`src/rtl/fifo_umbral_if.sv`:
```
// rtl/fifo_umbral_if.sv - FIFO port bundle with master/slave modports
// Carries thresholds, push/pop handshake, data and status flags.
interface fifo_umbral_if #(
  parameter int DATA_W = 6,
  parameter int ADDR_W = 2
);
  logic              init;
  logic [ADDR_W-1:0] af_thr_i;
  logic [ADDR_W-1:0] ae_thr_i;
  logic              push;
  logic [DATA_W-1:0] data_in;
  logic              pop;
  logic [DATA_W-1:0] data_out;
  logic              valid_out;
  logic              full;
  logic              empty;
  logic              almost_full;
  logic              almost_empty;
  logic              error;
  logic [ADDR_W:0]   count;
  logic [ADDR_W:0]   max_count;

  modport master (
    output init, af_thr_i, ae_thr_i, push, data_in, pop,
    input  data_out, valid_out, full, empty, almost_full, almost_empty,
           error, count, max_count
  );

  modport slave (
    input  init, af_thr_i, ae_thr_i, push, data_in, pop,
    output data_out, valid_out, full, empty, almost_full, almost_empty,
           error, count, max_count
  );
endinterface

```
`src/rtl/fifo_umbral.sv`:
```
// rtl/fifo_umbral.sv - synchronous FIFO with programmable almost-full/empty thresholds
// Optional peak-occupancy tracking enabled by macro FIFO_UMBRAL_STATS_EN.
module fifo_umbral #(
  parameter int DATA_W = 6,
  parameter int ADDR_W = 2,
  parameter int AF_DEF = 3,
  parameter int AE_DEF = 1
) (
  input logic          clk,
  input logic          reset,
  fifo_umbral_if.slave bus
);

  localparam int              DEPTH   = 1 << ADDR_W;
  localparam logic [ADDR_W:0] DEPTH_C = {1'b1, {ADDR_W{1'b0}}};
  localparam logic [ADDR_W-1:0] AF_RST = ADDR_W'(AF_DEF);
  localparam logic [ADDR_W-1:0] AE_RST = ADDR_W'(AE_DEF);

  logic [DATA_W-1:0] mem_q [DEPTH];

  logic [ADDR_W-1:0] wr_ptr_q, wr_ptr_d;
  logic [ADDR_W-1:0] rd_ptr_q, rd_ptr_d;
  logic [ADDR_W-1:0] af_q, af_d;
  logic [ADDR_W-1:0] ae_q, ae_d;
  logic [ADDR_W:0]   count_q, count_d;
  logic [DATA_W-1:0] dout_q, dout_d;
  logic              valid_q, valid_d;
  logic              full_q, full_d;
  logic              empty_q, empty_d;
  logic              afl_q, afl_d;
  logic              ael_q, ael_d;
  logic              err_q, err_d;
  logic              push_ok, pop_ok;

  always_comb begin
    pop_ok  = bus.pop && (count_q != '0);
    // A pop in the same cycle frees a slot, so a full FIFO still takes the push.
    push_ok = bus.push && ((count_q != DEPTH_C) || pop_ok);

    wr_ptr_d = push_ok ? wr_ptr_q + ADDR_W'(1) : wr_ptr_q;
    rd_ptr_d = pop_ok  ? rd_ptr_q + ADDR_W'(1) : rd_ptr_q;

    count_d = count_q;
    case ({push_ok, pop_ok})
      2'b10:   count_d = count_q + (ADDR_W+1)'(1);
      2'b01:   count_d = count_q - (ADDR_W+1)'(1);
      default: count_d = count_q;
    endcase

    dout_d  = pop_ok ? mem_q[rd_ptr_q] : dout_q;
    valid_d = pop_ok;
    err_d   = err_q | (bus.push & ~push_ok) | (bus.pop & (count_q == '0));

    af_d = bus.init ? bus.af_thr_i : af_q;
    ae_d = bus.init ? bus.ae_thr_i : ae_q;

    // Flags use the thresholds held before this edge's load.
    full_d  = (count_d == DEPTH_C);
    empty_d = (count_d == '0);
    afl_d   = (af_q != '0) && (count_d >= {1'b0, af_q});
    ael_d   = (count_d <= {1'b0, ae_q});
  end

  always_ff @(posedge clk) begin
    if (reset) begin
      wr_ptr_q <= '0;
      rd_ptr_q <= '0;
      count_q  <= '0;
      dout_q   <= '0;
      valid_q  <= 1'b0;
      err_q    <= 1'b0;
      af_q     <= AF_RST;
      ae_q     <= AE_RST;
      full_q   <= 1'b0;
      empty_q  <= 1'b1;
      // Count 0 can never reach a nonzero af threshold, and is always <= ae.
      afl_q    <= 1'b0;
      ael_q    <= 1'b1;
    end else begin
      wr_ptr_q <= wr_ptr_d;
      rd_ptr_q <= rd_ptr_d;
      count_q  <= count_d;
      dout_q   <= dout_d;
      valid_q  <= valid_d;
      err_q    <= err_d;
      af_q     <= af_d;
      ae_q     <= ae_d;
      full_q   <= full_d;
      empty_q  <= empty_d;
      afl_q    <= afl_d;
      ael_q    <= ael_d;
    end
  end

  always_ff @(posedge clk) begin
    if (!reset && push_ok) begin
      mem_q[wr_ptr_q] <= bus.data_in;
    end
  end

`ifdef FIFO_UMBRAL_STATS_EN
  logic [ADDR_W:0] max_q;

  always_ff @(posedge clk) begin
    if (reset) begin
      max_q <= '0;
    end else if (count_d > max_q) begin
      max_q <= count_d;
    end
  end

  assign bus.max_count = max_q;
`else
  assign bus.max_count = '0;
`endif

  assign bus.data_out     = dout_q;
  assign bus.valid_out    = valid_q;
  assign bus.full         = full_q;
  assign bus.empty        = empty_q;
  assign bus.almost_full  = afl_q;
  assign bus.almost_empty = ael_q;
  assign bus.error        = err_q;
  assign bus.count        = count_q;

endmodule

```
`src/flat_wrapper.sv`:
```
// flat-port wrapper written by rule: the top's interface ports become plain ports
module fifo_umbral_flat 
#(
  parameter int DATA_W = 6,
  parameter int ADDR_W = 2,
  parameter int AF_DEF = 3,
  parameter int AE_DEF = 1
)
  (clk, reset, bus_init, bus_af_thr_i, bus_ae_thr_i, bus_push, bus_data_in, bus_pop, bus_data_out, bus_valid_out, bus_full, bus_empty, bus_almost_full, bus_almost_empty, bus_error, bus_count, bus_max_count);
  fifo_umbral_if #(.DATA_W(DATA_W), .ADDR_W(ADDR_W)) bus_i ();
  input logic clk;
  input logic reset;
  input wire logic [$bits(bus_i.init)-1:0] bus_init;
  input wire logic [$bits(bus_i.af_thr_i)-1:0] bus_af_thr_i;
  input wire logic [$bits(bus_i.ae_thr_i)-1:0] bus_ae_thr_i;
  input wire logic [$bits(bus_i.push)-1:0] bus_push;
  input wire logic [$bits(bus_i.data_in)-1:0] bus_data_in;
  input wire logic [$bits(bus_i.pop)-1:0] bus_pop;
  output wire logic [$bits(bus_i.data_out)-1:0] bus_data_out;
  output wire logic [$bits(bus_i.valid_out)-1:0] bus_valid_out;
  output wire logic [$bits(bus_i.full)-1:0] bus_full;
  output wire logic [$bits(bus_i.empty)-1:0] bus_empty;
  output wire logic [$bits(bus_i.almost_full)-1:0] bus_almost_full;
  output wire logic [$bits(bus_i.almost_empty)-1:0] bus_almost_empty;
  output wire logic [$bits(bus_i.error)-1:0] bus_error;
  output wire logic [$bits(bus_i.count)-1:0] bus_count;
  output wire logic [$bits(bus_i.max_count)-1:0] bus_max_count;
  assign bus_i.init = bus_init;
  assign bus_i.af_thr_i = bus_af_thr_i;
  assign bus_i.ae_thr_i = bus_ae_thr_i;
  assign bus_i.push = bus_push;
  assign bus_i.data_in = bus_data_in;
  assign bus_i.pop = bus_pop;
  assign bus_data_out = bus_i.data_out;
  assign bus_valid_out = bus_i.valid_out;
  assign bus_full = bus_i.full;
  assign bus_empty = bus_i.empty;
  assign bus_almost_full = bus_i.almost_full;
  assign bus_almost_empty = bus_i.almost_empty;
  assign bus_error = bus_i.error;
  assign bus_count = bus_i.count;
  assign bus_max_count = bus_i.max_count;
  fifo_umbral #(.DATA_W(DATA_W), .ADDR_W(ADDR_W), .AF_DEF(AF_DEF), .AE_DEF(AE_DEF)) u_core (.clk(clk), .reset(reset), .bus(bus_i));
endmodule
```
`config.mk`:
```
export PLATFORM = sky130hd
export DESIGN_NAME = fifo_umbral_flat
export DESIGN_NICKNAME = d
export VERILOG_FILES = /design/src/rtl/fifo_umbral_if.sv /design/src/rtl/fifo_umbral.sv /design/src/flat_wrapper.sv
export SDC_FILE = /design/constraint.sdc
export NUM_CORES = 1
export LEC_CHECK = 0
export BUFFER_PORTS_ARGS = -buffer_cell sky130_fd_sc_hd__buf_2
export CORE_MARGIN = 1.5
export CORE_UTILIZATION = 50
export DETAILED_ROUTE_END_ITERATION = 10
export PLACE_DENSITY = 0.83
export SLEW_MARGIN = 20
export SYNTH_ARGS = -nofsm -noshare
export SYNTH_HDL_FRONTEND = slang
export SYNTH_SLANG_ARGS = --single-unit
```
`constraint.sdc`:
```
create_clock -name clk -period 4 [get_ports clk]
set_input_delay 0.4 -clock clk [delete_from_list [all_inputs] [get_ports clk]]
set_output_delay 0.4 -clock clk [all_outputs]
set_load 0.02 [all_outputs]
```
Word level (Yosys, flattened, before mapping)
Memory sizes are Yosys's and may differ from the RTL's. A register that Yosys moved wholly into a read port is not among the register bits.
Cells that the tools add are included.

cells by class
  add/subtract/negate cells = 4
  reduce and logical (&&, ||, !) cells = 10
  magnitude comparators = 2
  equal/unequal tests = 4
  bitwise operators = 5
  muxes and demuxes = 3

operator list
  operator                                          count
  logical NOT 3 bit                                 2
  one-hot mux 3 bit (2 select lines)                1
  adder 2 x 1 -> 2 bit, second input constant       2
  logical AND 1 bit                                 4
  adder 3 x 1 -> 3 bit, second input constant       1
  == test 3 bit, second input constant              1
  >= comparator 3 x 2 -> 1 bit                      1
  less-or-equal comparator 3 x 2 -> 1 bit           1
  inequality test 3 bit, second input constant      1
  nonzero test 3 bit                                1
  subtractor 3 x 1 -> 3 bit, second input constant  1
  bitwise AND 1 bit                                 2
  == test 2 x 1 -> 1 bit, second input constant     1
  == test 2 bit, second input constant              1
  two-way mux 1 bit                                 2
  OR 1 bit                                          2
  nonzero test 2 bit                                1
  logical NOT 1 bit                                 1
  logical OR 1 bit                                  1
  NOT 1 bit                                         1

storage, ports and cells
  memories = 1
  logic and storage cells = 40
  input port bits = 15
  output and inout port bits = 18
  memory bits (writable) = 24
  register bits after elaboration = 17

memories
  memory        depth  bits a word  rd ports  clocked after memory_dff  write ports  RTL line           RTL
  u_core.mem_q  4      6            1         1                         1            fifo_umbral.sv:19  logic [DATA_W-1:0] mem_q [DEPTH];

Longest topological paths before layout
  depth in word-level cells = 8
  gate-level depth with buffers = 10
  gate-level depth less buffers = 9

Worst setup path after synthesis
Ideal clock, no wire load.

  path kind = register -> register
  from = reg u_core.count_q[0], in the netlist u_core.bus.count[0]
  to = reg u_core.ael_q, in the netlist u_core.bus.almost_empty
  slack = 1.374 ns
  stages on the path, launching flop included = 11
  library setup time = 0.114 ns
  arrival = 2.512 ns
  period minus slack after synthesis = 2.626 ns
  data required time = 3.886 ns
  path buffers = 1
  cells stage by stage = dfxtp_1 > buf_6 > o31ai_2 > nor2_1 > fa_1 > o21ai_0 > nand2_1 > ha_1 > nor2b_1 > o21ai_0 > a21o_1

on the way
  word-level cells in the longest chain between the ends = 7
  elaborated cells on any way between the ends = 11
  classes of those cells = 2 x add/sub; 1 x order compare; 3 x eq/ne; 1 x mux; 4 x reduce/logical

RTL lines
  element                                                         RTL line           RTL
  start, declared                                                 fifo_umbral.sv:25  logic [ADDR_W:0] count_q, count_d;
  start signal, assigned                                          fifo_umbral.sv:82  count_q <= count_d;
  nonzero test 3 bit                                              fifo_umbral.sv:36  pop_ok = bus.pop && (count_q != '0);
  logical AND 1 bit                                               fifo_umbral.sv:36
  logical OR 1 bit                                                fifo_umbral.sv:38  push_ok = bus.push && ((count_q != DEPTH_C) || pop_ok);
  logical AND 1 bit                                               fifo_umbral.sv:38
  == test 2 x 1 -> 1 bit / == test 2 bit (equally long branches)  fifo_umbral.sv:44  case ({push_ok, pop_ok})
  one-hot mux 3 bit (2 select lines) (*)                          fifo_umbral.sv:44
  named net u_core.count_d[1]                                     fifo_umbral.sv:25
  less-or-equal comparator 3 x 2 -> 1 bit (*)                     fifo_umbral.sv:61  ael_d = (count_d <= {1'b0, ae_q});
  end signal, assigned                                            fifo_umbral.sv:91  ael_q <= ael_d;
  end, declared                                                   fifo_umbral.sv:31  logic ael_q, ael_d;

Mark *: on every way through the listed nets, which the timed path passes. The rest lies on a longest branch.
A chain may end at the register's enable or synchronous reset.

Final worst setup path
Same ends and word-level chain as after synthesis.

==> results.yml <==
final_layout:
  seq_area_um2: 1180
  multiInputGateArea_um2: 815
  n_fill_cell: 331
  drive_above_1_share: 0.260
  area_growth_pct: 10.8
  diodes: 0
  fin_nets: 219
timing:
  fmaxAchievable_mhz: 357
  skew_ns: 0.00291
  grt_setup_unrepaired: "false"
  fin_ws_ns: 1.20
  slew_violations: 0
  worst_pin_slew_ns: 0.540
  max-slew-margin-rel: 0.638
  fin_crit_ns: 2.80
  hold_viol_final: 0
  finalCritPeriodShare: 0.701
  timing.setup.tns_ns: 0
  finalSetupViolCount: 0
detailed_routing:
  wl_um: 3380
  dr.pass1.iters: 4
  num_vias: 1304
  viasPerCell: 5.30
  drt_iter0_drc: 97
  drc_errors: 0
  ant_nets: 0
  wl_per_cell_um: 13.7
cts:
  htree_levels: 2
  clk_latency_ns: 0.29
  cts_buffer_depth: 2
  cts_made_buffers: 5
  cts_setup_buffers: 0
  cts.sinks: 47
  cts-root-buf: "clkbuf_8"
  ctsResizeCount: 0
  hold_buffers: 0
  cts_tree: "yes"
  path_clk_slew_ns: 0.08
yosys:
  synthAdderAreaFrac: 0.0570
  yosys.area.top_type: "edfxtp_1"
  synth_seq_cells: 47
  synthCells: 171
  synth-edff-count: 24
  yosysUniqueCellTypes: 38
  synthSimpleGateAreaFrac: 0.111
  synth_compound_area_frac: 0.0980
  synth_top_family_by_area: "simple AND/OR/NAND/NOR gates"
  synth-async-reset-ratio: 0
  synthMuxAreaShare: 0.0986
  synthTopCellsByArea: "edfxtp_1 (34%), dfxtp_1 (22%), mux4_2 (7.5%)"
  synth_warnings: 0
  synth_top_area_share: 0.342
  synth_xor_area_frac: 0.0166
  syn_area_per_cell_um2: 12.3
  synth-seq-area-share: 0.561
  synthesis.area_um2: 2110
  yosys_most_used_dff: "edfxtp_1"
  synth_commonest_cells: "edfxtp_1 (24), dfxtp_1 (23), nand2_1 (20)"
  yosys.cell_count.top_type: "edfxtp_1"
die:
  core-area_um2: 4030
  initial_utilization: 0.523
  io_pins: 33
  dieArea_um2: 4610
  die_w_um: 67.9
  fp.dieH_um: 67.9
  core.rowCount: 23
power_and_ir_drop:
  p_leak_nw: 0.922
  power_density_nw_per_um2: 542
  finalPower_w: 0.00127
  peakVddDrop_v: 0.000299
grt:
  grt_pass1_wl_um: 5350
  grt_max_degree: 23
  first_global_vias: 1204
  antenna_found_initial: 0
  grt_overflow_total: 0
  gr-usage-all-layers: 0.160
worst_setup_path:
  crit_required_ns: 4.19
  endpoint_kind: "register"
  worstSetupStartpointType: "register"
  critical_path.max_fanout: 12
  arrival_ns: 3.00
  crit_type: "register to register"
placed_design:
  post-dp-hpwl_um: 2410
  pre_cts_ws_ns: 1.18
  gp_congestion: 0.761
  numPortBuffers: 29
job:
  drv_cap: 0
min_path:
  hp-class: "input pin to register"
status:
  status: "completed"
cells by family (layout without fill, tap and decap cells):
logic type | after synthesis | in the layout
and+or+nand+nor | 49 | 49
DFF | 47 | 47
AOI/OAI and AO/OA | 29 | 29
buffers and inverters | 20 | 43
muxes | 12 | 12
adders and majority gates | 9 | 9
xor gates and xnor gates | 4 | 4
other | 1 | 3
metal layers:
metal / share of wire / GRT usage / vias up / wire length [µm]
met3: 0.035 / 0.0411 / 6 / 117
met1: 0.46 / 0.195 / 634 / 1570
li1: - / - / 635 / -
met4: 0.017 / 0.0600 / 0 / 56
met5: 0 / 0 / - / 0
met2: 0.48 / 0.275 / 29 / 1640
cell usage in the layout (no fill, tap or decap), types with 2 or more instances in the layout:
cell,n
a21o_1,3
a21oi_1,10
and2_1,4
buf_2,29
clkbuf_8,5
conb_1,3
dfxtp_1,23
edfxtp_1,24
ha_1,8
inv_1,5
mux2i_1,5
mux4_2,7
nand2_1,20
nand2b_1,3
nor2_1,15
nor2b_1,2
o211ai_1,2
o21ai_0,5
o31a_1,2
xnor2_1,3
report_power, final:
| group | internal, W | total [W] | switching [W] |
|---|---|---|---|
| clock network | 0.000187 | 0.000335 | 0.000148 |
| logic | 0.000148 | 0.000321 | 0.000174 |
| registers | 0.000557 | 0.000610 | 0.0000532 |
| total | 0.000892 | 0.00127 | 0.000375 |
layout make-up:
cell class,count,share of cell area
Timing Repair Buffer,29,0.0622
Inverter,6,0.00965
Clock inverter,2,0.0155
Multi-Input combinational cell,106,0.349
Tap cell,50,0.0268
Sequential cell,47,0.506
Clock buffer,6,0.0311
metrics by stage:
| stage | instances | utilization | cell area (µm²) | hold WS [ns] |
|---|---|---|---|---|
| after floorplan | 173 | - | 2110 | 0.447 |
| after global placement | 238 | 0.552 | 2230 | 0.448 |
| after detailed placement | 238 | 0.552 | 2230 | 0.452 |
| after CTS | 246 | 0.580 | 2330 | 0.302 |
| after global routing | 246 | 0.580 | 2330 | 0.316 |
| final | 246 | 0.580 | 2330 | 0.315 |
sequential cells by signal, indices dropped and copies added (netlist names), 2 cells and up:
signal               cells
u_core.bus.data_out      6
u_core.af_q              2
u_core.wr_ptr_q          2
u_core.mem_q            24
u_core.bus.count         3
u_core.ae_q              2
u_core.rd_ptr_q          2
critical path, stage by stage, from the launching register on:
cell     delay [ns]
dfxtp_1        0.46
o31ai_2        0.58
nor2_1         0.11
fa_1           0.51
o21ai_0        0.26
nand2_1        0.12
ha_1           0.30
nor2b_1        0.11
o21ai_0        0.08
a21o_1         0.18
final timing paths:
check | from | endpoint | slack [ns] | depth (start not counted)
worst min register to register | u_core.bus.data_out[0] | u_core.bus.data_out[0] | 0.46 | 2
worst max register to register | u_core.bus.count[0] | u_core.bus.almost_empty | 1.20 | 9
worst min-delay path | bus_data_in[5] | u_core.mem_q[0][5] | 0.32 | 1
worst max-delay path | u_core.bus.count[0] | u_core.bus.almost_empty | 1.20 | 9
(Power assumes the default switching activity.)
